File: src/rtl/fifo_flags_if.sv
// Bus bundle between a producer/consumer pair and fifo_flags.
// The master side drives push/pop requests; the slave (the FIFO) returns data and status.
interface fifo_flags_if #(
  parameter int WIDTH = 8,
  parameter int DEPTH = 16
) ();
  localparam int PT_WIDTH = $clog2(DEPTH);

  logic               write_enb;
  logic [WIDTH-1:0]   data_in;
  logic               read_enb;
  logic               err_clr;
  logic [WIDTH-1:0]   data_out;
  logic               data_valid;
  logic               full;
  logic               empty;
  logic               almost_full;
  logic               almost_empty;
  logic [PT_WIDTH:0]  count;
  logic               overflow;
  logic               underflow;

  modport master (
    output write_enb, data_in, read_enb, err_clr,
    input  data_out, data_valid, full, empty, almost_full, almost_empty,
           count, overflow, underflow
  );

  modport slave (
    input  write_enb, data_in, read_enb, err_clr,
    output data_out, data_valid, full, empty, almost_full, almost_empty,
           count, overflow, underflow
  );
endinterface

File: src/rtl/fifo_flags.sv
// Single-clock FIFO with occupancy count, almost-full/empty thresholds,
// sticky overflow/underflow flags and an optional first-word-fall-through read port.
module fifo_flags #(
  parameter int WIDTH         = 8,
  parameter int DEPTH         = 16,
  parameter int PT_WIDTH      = $clog2(DEPTH),
  parameter int AFULL_THRESH  = DEPTH - 2,
  parameter int AEMPTY_THRESH = 2,
  parameter int FWFT          = 0
) (
  input logic        clock,
  input logic        reset,
  fifo_flags_if.slave bus
);
  localparam logic [PT_WIDTH:0] ONE    = 1;
  localparam logic [PT_WIDTH:0] AF_LVL = (PT_WIDTH+1)'(AFULL_THRESH);
  localparam logic [PT_WIDTH:0] AE_LVL = (PT_WIDTH+1)'(AEMPTY_THRESH);

  logic [WIDTH-1:0]  r_mem [DEPTH];
  logic [PT_WIDTH:0] r_wr_ptr, r_rd_ptr, r_count;
  logic [WIDTH-1:0]  r_data_out;
  logic              r_data_valid, r_full, r_empty, r_afull, r_aempty, r_ovf, r_udf;

  logic              w_rd_acc, w_wr_acc, w_empty_nxt, w_full_nxt;
  logic [PT_WIDTH:0] w_wr_ptr_nxt, w_rd_ptr_nxt, w_count_nxt;
  logic [WIDTH-1:0]  w_head_nxt;

  // Handshake: a pop is taken when read_enb=1 and the FIFO is not empty; a push is
  // taken when write_enb=1 and there is room, where a same-cycle pop also makes room.
  // Requests that are not taken are simply dropped and recorded in the sticky flags.
  always_comb begin
    w_rd_acc     = bus.read_enb && !r_empty;
    w_wr_acc     = bus.write_enb && (!r_full || w_rd_acc);
    w_wr_ptr_nxt = w_wr_acc ? r_wr_ptr + ONE : r_wr_ptr;
    w_rd_ptr_nxt = w_rd_acc ? r_rd_ptr + ONE : r_rd_ptr;
    w_count_nxt  = r_count;
    if (w_wr_acc && !w_rd_acc)
      w_count_nxt = r_count + ONE;
    else if (!w_wr_acc && w_rd_acc)
      w_count_nxt = r_count - ONE;
    w_empty_nxt  = (w_wr_ptr_nxt == w_rd_ptr_nxt);
    w_full_nxt   = (w_wr_ptr_nxt[PT_WIDTH-1:0] == w_rd_ptr_nxt[PT_WIDTH-1:0]) &&
                   (w_wr_ptr_nxt[PT_WIDTH] != w_rd_ptr_nxt[PT_WIDTH]);
    // The next head may be the word being written this very cycle, so bypass memory.
    w_head_nxt   = (w_wr_acc && (r_wr_ptr == w_rd_ptr_nxt)) ? bus.data_in
                                                            : r_mem[w_rd_ptr_nxt[PT_WIDTH-1:0]];
  end

  always_ff @(posedge clock) begin
    if (w_wr_acc)
      r_mem[r_wr_ptr[PT_WIDTH-1:0]] <= bus.data_in;
  end

  always_ff @(posedge clock or posedge reset) begin
    if (reset) begin
      r_wr_ptr     <= '0;
      r_rd_ptr     <= '0;
      r_count      <= '0;
      r_data_out   <= '0;
      r_data_valid <= 1'b0;
      r_full       <= 1'b0;
      r_empty      <= 1'b1;
      r_afull      <= 1'b0;
      r_aempty     <= 1'b1;
      r_ovf        <= 1'b0;
      r_udf        <= 1'b0;
    end else begin
      r_wr_ptr <= w_wr_ptr_nxt;
      r_rd_ptr <= w_rd_ptr_nxt;
      r_count  <= w_count_nxt;
      r_full   <= w_full_nxt;
      r_empty  <= w_empty_nxt;
      r_afull  <= (w_count_nxt >= AF_LVL);
      r_aempty <= (w_count_nxt <= AE_LVL);
      r_ovf    <= (r_ovf && !bus.err_clr) || (bus.write_enb && !w_wr_acc);
      r_udf    <= (r_udf && !bus.err_clr) || (bus.read_enb && r_empty);
      if (FWFT != 0) begin
        if (!w_empty_nxt)
          r_data_out <= w_head_nxt;
        r_data_valid <= !w_empty_nxt;
      end else begin
        if (w_rd_acc)
          r_data_out <= r_mem[r_rd_ptr[PT_WIDTH-1:0]];
        r_data_valid <= w_rd_acc;
      end
    end
  end

  assign bus.data_out     = r_data_out;
  assign bus.data_valid   = r_data_valid;
  assign bus.full         = r_full;
  assign bus.empty        = r_empty;
  assign bus.almost_full  = r_afull;
  assign bus.almost_empty = r_aempty;
  assign bus.count        = r_count;
  assign bus.overflow     = r_ovf;
  assign bus.underflow    = r_udf;
endmodule

File: src/flat_wrapper.sv
// flat-port wrapper written by rule: the top's interface ports become plain ports
module fifo_flags_flat 
#(
  parameter int WIDTH         = 8,
  parameter int DEPTH         = 16,
  parameter int PT_WIDTH      = $clog2(DEPTH),
  parameter int AFULL_THRESH  = DEPTH - 2,
  parameter int AEMPTY_THRESH = 2,
  parameter int FWFT          = 0
)
  (clock, reset, bus_write_enb, bus_data_in, bus_read_enb, bus_err_clr, bus_data_out, bus_data_valid, bus_full, bus_empty, bus_almost_full, bus_almost_empty, bus_count, bus_overflow, bus_underflow);
  fifo_flags_if #(.WIDTH(WIDTH), .DEPTH(DEPTH)) bus_i ();
  input logic clock;
  input logic reset;
  input wire logic [$bits(bus_i.write_enb)-1:0] bus_write_enb;
  input wire logic [$bits(bus_i.data_in)-1:0] bus_data_in;
  input wire logic [$bits(bus_i.read_enb)-1:0] bus_read_enb;
  input wire logic [$bits(bus_i.err_clr)-1:0] bus_err_clr;
  output wire logic [$bits(bus_i.data_out)-1:0] bus_data_out;
  output wire logic [$bits(bus_i.data_valid)-1:0] bus_data_valid;
  output wire logic [$bits(bus_i.full)-1:0] bus_full;
  output wire logic [$bits(bus_i.empty)-1:0] bus_empty;
  output wire logic [$bits(bus_i.almost_full)-1:0] bus_almost_full;
  output wire logic [$bits(bus_i.almost_empty)-1:0] bus_almost_empty;
  output wire logic [$bits(bus_i.count)-1:0] bus_count;
  output wire logic [$bits(bus_i.overflow)-1:0] bus_overflow;
  output wire logic [$bits(bus_i.underflow)-1:0] bus_underflow;
  assign bus_i.write_enb = bus_write_enb;
  assign bus_i.data_in = bus_data_in;
  assign bus_i.read_enb = bus_read_enb;
  assign bus_i.err_clr = bus_err_clr;
  assign bus_data_out = bus_i.data_out;
  assign bus_data_valid = bus_i.data_valid;
  assign bus_full = bus_i.full;
  assign bus_empty = bus_i.empty;
  assign bus_almost_full = bus_i.almost_full;
  assign bus_almost_empty = bus_i.almost_empty;
  assign bus_count = bus_i.count;
  assign bus_overflow = bus_i.overflow;
  assign bus_underflow = bus_i.underflow;
  fifo_flags #(.WIDTH(WIDTH), .DEPTH(DEPTH), .PT_WIDTH(PT_WIDTH), .AFULL_THRESH(AFULL_THRESH), .AEMPTY_THRESH(AEMPTY_THRESH), .FWFT(FWFT)) u_core (.clock(clock), .reset(reset), .bus(bus_i));
endmodule
File: config.mk
export PLATFORM = sky130hd
export DESIGN_NAME = fifo_flags_flat
export DESIGN_NICKNAME = d
export VERILOG_FILES = /design/src/rtl/fifo_flags_if.sv /design/src/rtl/fifo_flags.sv /design/src/flat_wrapper.sv
export SDC_FILE = /design/constraint.sdc
export NUM_CORES = 1
export LEC_CHECK = 0
export ABC_CLOCK_PERIOD_IN_PS = 2500
export BUFFER_PORTS_ARGS = -buffer_cell sky130_fd_sc_hd__buf_2
export CORE_ASPECT_RATIO = 1.75
export CORE_UTILIZATION = 35
export CTS_CLUSTER_SIZE = 20
export DETAILED_ROUTE_END_ITERATION = 12
export GPL_TIMING_DRIVEN = 0
export MAX_ROUTING_LAYER = met4
export SYNTH_ARGS = -nofsm -noshare
export SYNTH_HDL_FRONTEND = slang
export SYNTH_SLANG_ARGS = --single-unit
File: constraint.sdc
create_clock -name clock -period 2.5 [get_ports clock]
set_input_delay 0.375 -clock clock [delete_from_list [all_inputs] [get_ports clock]]
set_output_delay 0.375 -clock clock [all_outputs]
set_load 0.05 [all_outputs]
==> reports/metrics.cfg <==
[power]
swShare_pct=34.2
pwr-share-seq_pct=37.6
power_frac_clock_pct=26.9
p_int_w=0.00615
p_per_area_nw_per_um2=1240
ir_worst_vdd_uv=443
combPwrFrac_pct=35.5
netSwitchingPower_w=0.00319
leakage_nw=2.64

[run_status]
status=completed

[cells_and_area]
fillers=1633
drive_gt1_share_pct=28.4
layout_commonest_cell=edfxtp_1
final-seq-area_um2=4600
num-nets-final=408
n_antenna_cell=0
multiInputGateArea_um2=1710
syn2layout_area_growth_pct=16.7
layout_common_cells=edfxtp_1 (128), buf_2 (37), dfrtp_1 (28)
stdcell_area_um2=7510

[sta]
period_share_pct=98.0
clock_skew_ns=0.00843
worst_pin_slew_ns=0.842
tns_ns=0
maxSlewHeadroom_pct=43.6
setup_viol=0
rsz0062_at_grt=true
post-route-min-period_ns=2.45
finalMaxSlewViolations=0
hold_violations=0
max_freq_mhz=408

[setup_path]
cp_data_arrival_time_ns=2.50
end_kind=flop
path_class=flop to flop
path_max_fanout=8
start_kind=flop
worst_ep_required_time_ns=2.55

[cts]
clk_latency_ns=0.42
cts.sink_count=158
cts_buffer_depth=2
tritoncts=done
cts_max_level=4
clk_pin_slew_ns=0.06
cts_setup_buffers=0
numCtsBuffers=17
root_buffer=clkbuf_16

[job]
cap_violations=0

[placement]
hpwl_mm=8.78
io_buffers=31
place_area_um2=6900
place_congestion=0.755

[floorplanning]
initial_utilization_pct=35.6
die_h_um=181
io_pins=33
fp-row-count=65
die-area_um2=19000
core_area_um2=18100
die_x_um=105

[synth]
synth-simple-area-share_pct=4.65
synth_compound_area_share_pct=3.19
synthAdderAreaFrac_pct=1.36
syn_inst=336
yosys_most_used_dff=edfxtp_1
syn_avg_cell_area_um2=19.2
synthXorXnorAreaFrac_pct=2.53
synth_cell_type_count=44
muxShareOfSynthArea_pct=14.4
async_flop_share_pct=19.0
netlist_area_um2=6430
yosys_warnings=0
synth.net_count=356
synth.yosys.seq_area_share_pct=71.4
synth_edf_count=128
synth_top_family_by_area=multiplexers
synth_seq_cells=158

[global_route]
track_usage_pct=15.2
grt_overflow_total=0
antenna_found_initial=0
grt_pass1_vias=3449
grt_start_max_net_pins=31
grt_pass1_wl_mm=20.4

[detailed_routing]
wire_per_inst_um=20.4
drc_errors=0
first_pass_iters=4
drtIter0Drc=184
vias=3188
vias_per_cell=5.02
antenna_left=0
totalWireLength_mm=12.9

[hold_path]
hp-class=input port to flop

-- final cells by class --
class	count	share of cell area, %
Buffer	19	1.57
Clock buffer	23	6.10
Clock inverter	9	1.50
Inverter	10	0.500
Multi-Input combinational cell	149	22.7
Sequential cell	158	61.2
Tap cell	234	3.90
Timing Repair Buffer	33	2.47
-- Yosys cell counts (2+ instances only) --
library cell / n / area share (%)
buf_1: 5 / 0.29
nand2b_1: 2 / 0.19
a221o_1: 8 / 1.2
a41oi_1: 2 / 0.27
inv_1: 9 / 0.52
a21oi_1: 3 / 0.23
clkbuf_1: 4 / 0.23
nor2_1: 2 / 0.12
nand2_1: 9 / 0.52
and2_1: 9 / 0.87
mux4_2: 25 / 8.7
nand3_1: 2 / 0.16
edfxtp_1: 128 / 60
dfstp_2: 2 / 0.82
xor2_1: 4 / 0.54
ha_1: 7 / 1.4
buf_6: 3 / 0.52
mux2i_1: 8 / 1.2
and4_1: 3 / 0.41
xnor2_1: 12 / 1.6
dfrtp_1: 28 / 11
nor3_1: 9 / 0.70
o21ai_0: 3 / 0.23
nand4_1: 4 / 0.39
mux2_2: 9 / 1.6
nor3b_1: 6 / 0.70
mux4_1: 7 / 2.9
nor4b_1: 2 / 0.27
buf_2: 6 / 0.47
-- repair_timing --
item                       in CTS  in global routing
hold buffers                    0                  1
resized for setup               1                  1
hold endpoints to repair        0                  5
setup endpoints to repair       4                 40
-- layer usage --
metal | up-vias | track usage [%] | part of all wire, %
met5 | - | - | 0
met4 | 0 | 6.63 | 1.8
met3 | 17 | 2.55 | 2.7
met2 | 57 | 27.2 | 56
met1 | 1663 | 16.3 | 39
li1 | 1451 | - | -
-- state kept, by name (all words and copies together), names as in the netlist --
name	cells
u_core.r_mem	128
u_core.bus.data_out	8
u_core.bus.count	5
u_core.r_rd_ptr	5
u_core.r_wr_ptr	5
u_core.bus.almost_empty	1
u_core.bus.almost_full	1
u_core.bus.data_valid	1
u_core.bus.empty	1
u_core.bus.full	1
u_core.bus.overflow	1
u_core.bus.underflow	1
-- kinds of logic after synthesis --
logic type               count (synthesis)
multiplexers                            49
AO/OA/AOI/OAI                           25
buffers and inverters                   29
adder cells (fa/ha/maj)                  7
AND/OR/NAND/NOR                         51
flip-flops                             158
XOR/XNOR                                17
-- worst max-delay path, stage by stage, from the launching register on --
cell and delay [ns]:
dfstp_2 0.38, nand2b_1 0.13, buf_2 0.17, a21boi_1 0.40, nand2_1 0.25, nor3b_2 0.75
-- power by group through the flow --
stage	Clock [W]	Sequential, W	Combinational, W
after detailed placement	0	0.00357	0.00337
final	0.00251	0.00351	0.00332
after global routing	0.00265	0.00356	0.00358
after floorplan	0	0.00405	0.00201
after CTS	0.00255	0.00352	0.00338
after global placement	0	0.00355	0.00330
-- metrics by stage --
stage	hold WS, ns	setup slack (ns)	power (W)	cells	utilization [%]
after floorplan	0.464	0.179	0.00606	336	-
after global placement	0.493	-0.519	0.00684	601	38.1
after detailed placement	0.501	-0.183	0.00694	601	38.2
after CTS	0.143	-0.0105	0.00944	633	41.4
after global routing	0.159	-0.151	0.00979	635	41.6
final	0.160	0.0502	0.00934	635	41.6
-- worst paths after layout --
path                                        start                      to  slack [ns]  cells past startpoint
setup reg to reg                 u_core.bus.empty      u_core.r_mem[5][5]        0.05                      5
min in group asynchronous                   reset  u_core.bus.data_out[4]        0.40                      3
hold reg to reg            u_core.bus.data_out[3]  u_core.bus.data_out[3]        0.51                      1
setup / recovery                 u_core.bus.empty      u_core.r_mem[5][5]        0.05                      5
max in group asynchronous                   reset        u_core.bus.empty        1.63                      4
hold / removal                        bus_err_clr     u_core.bus.overflow        0.16                      2
Note: power is estimated with default switching activity, not from simulation.
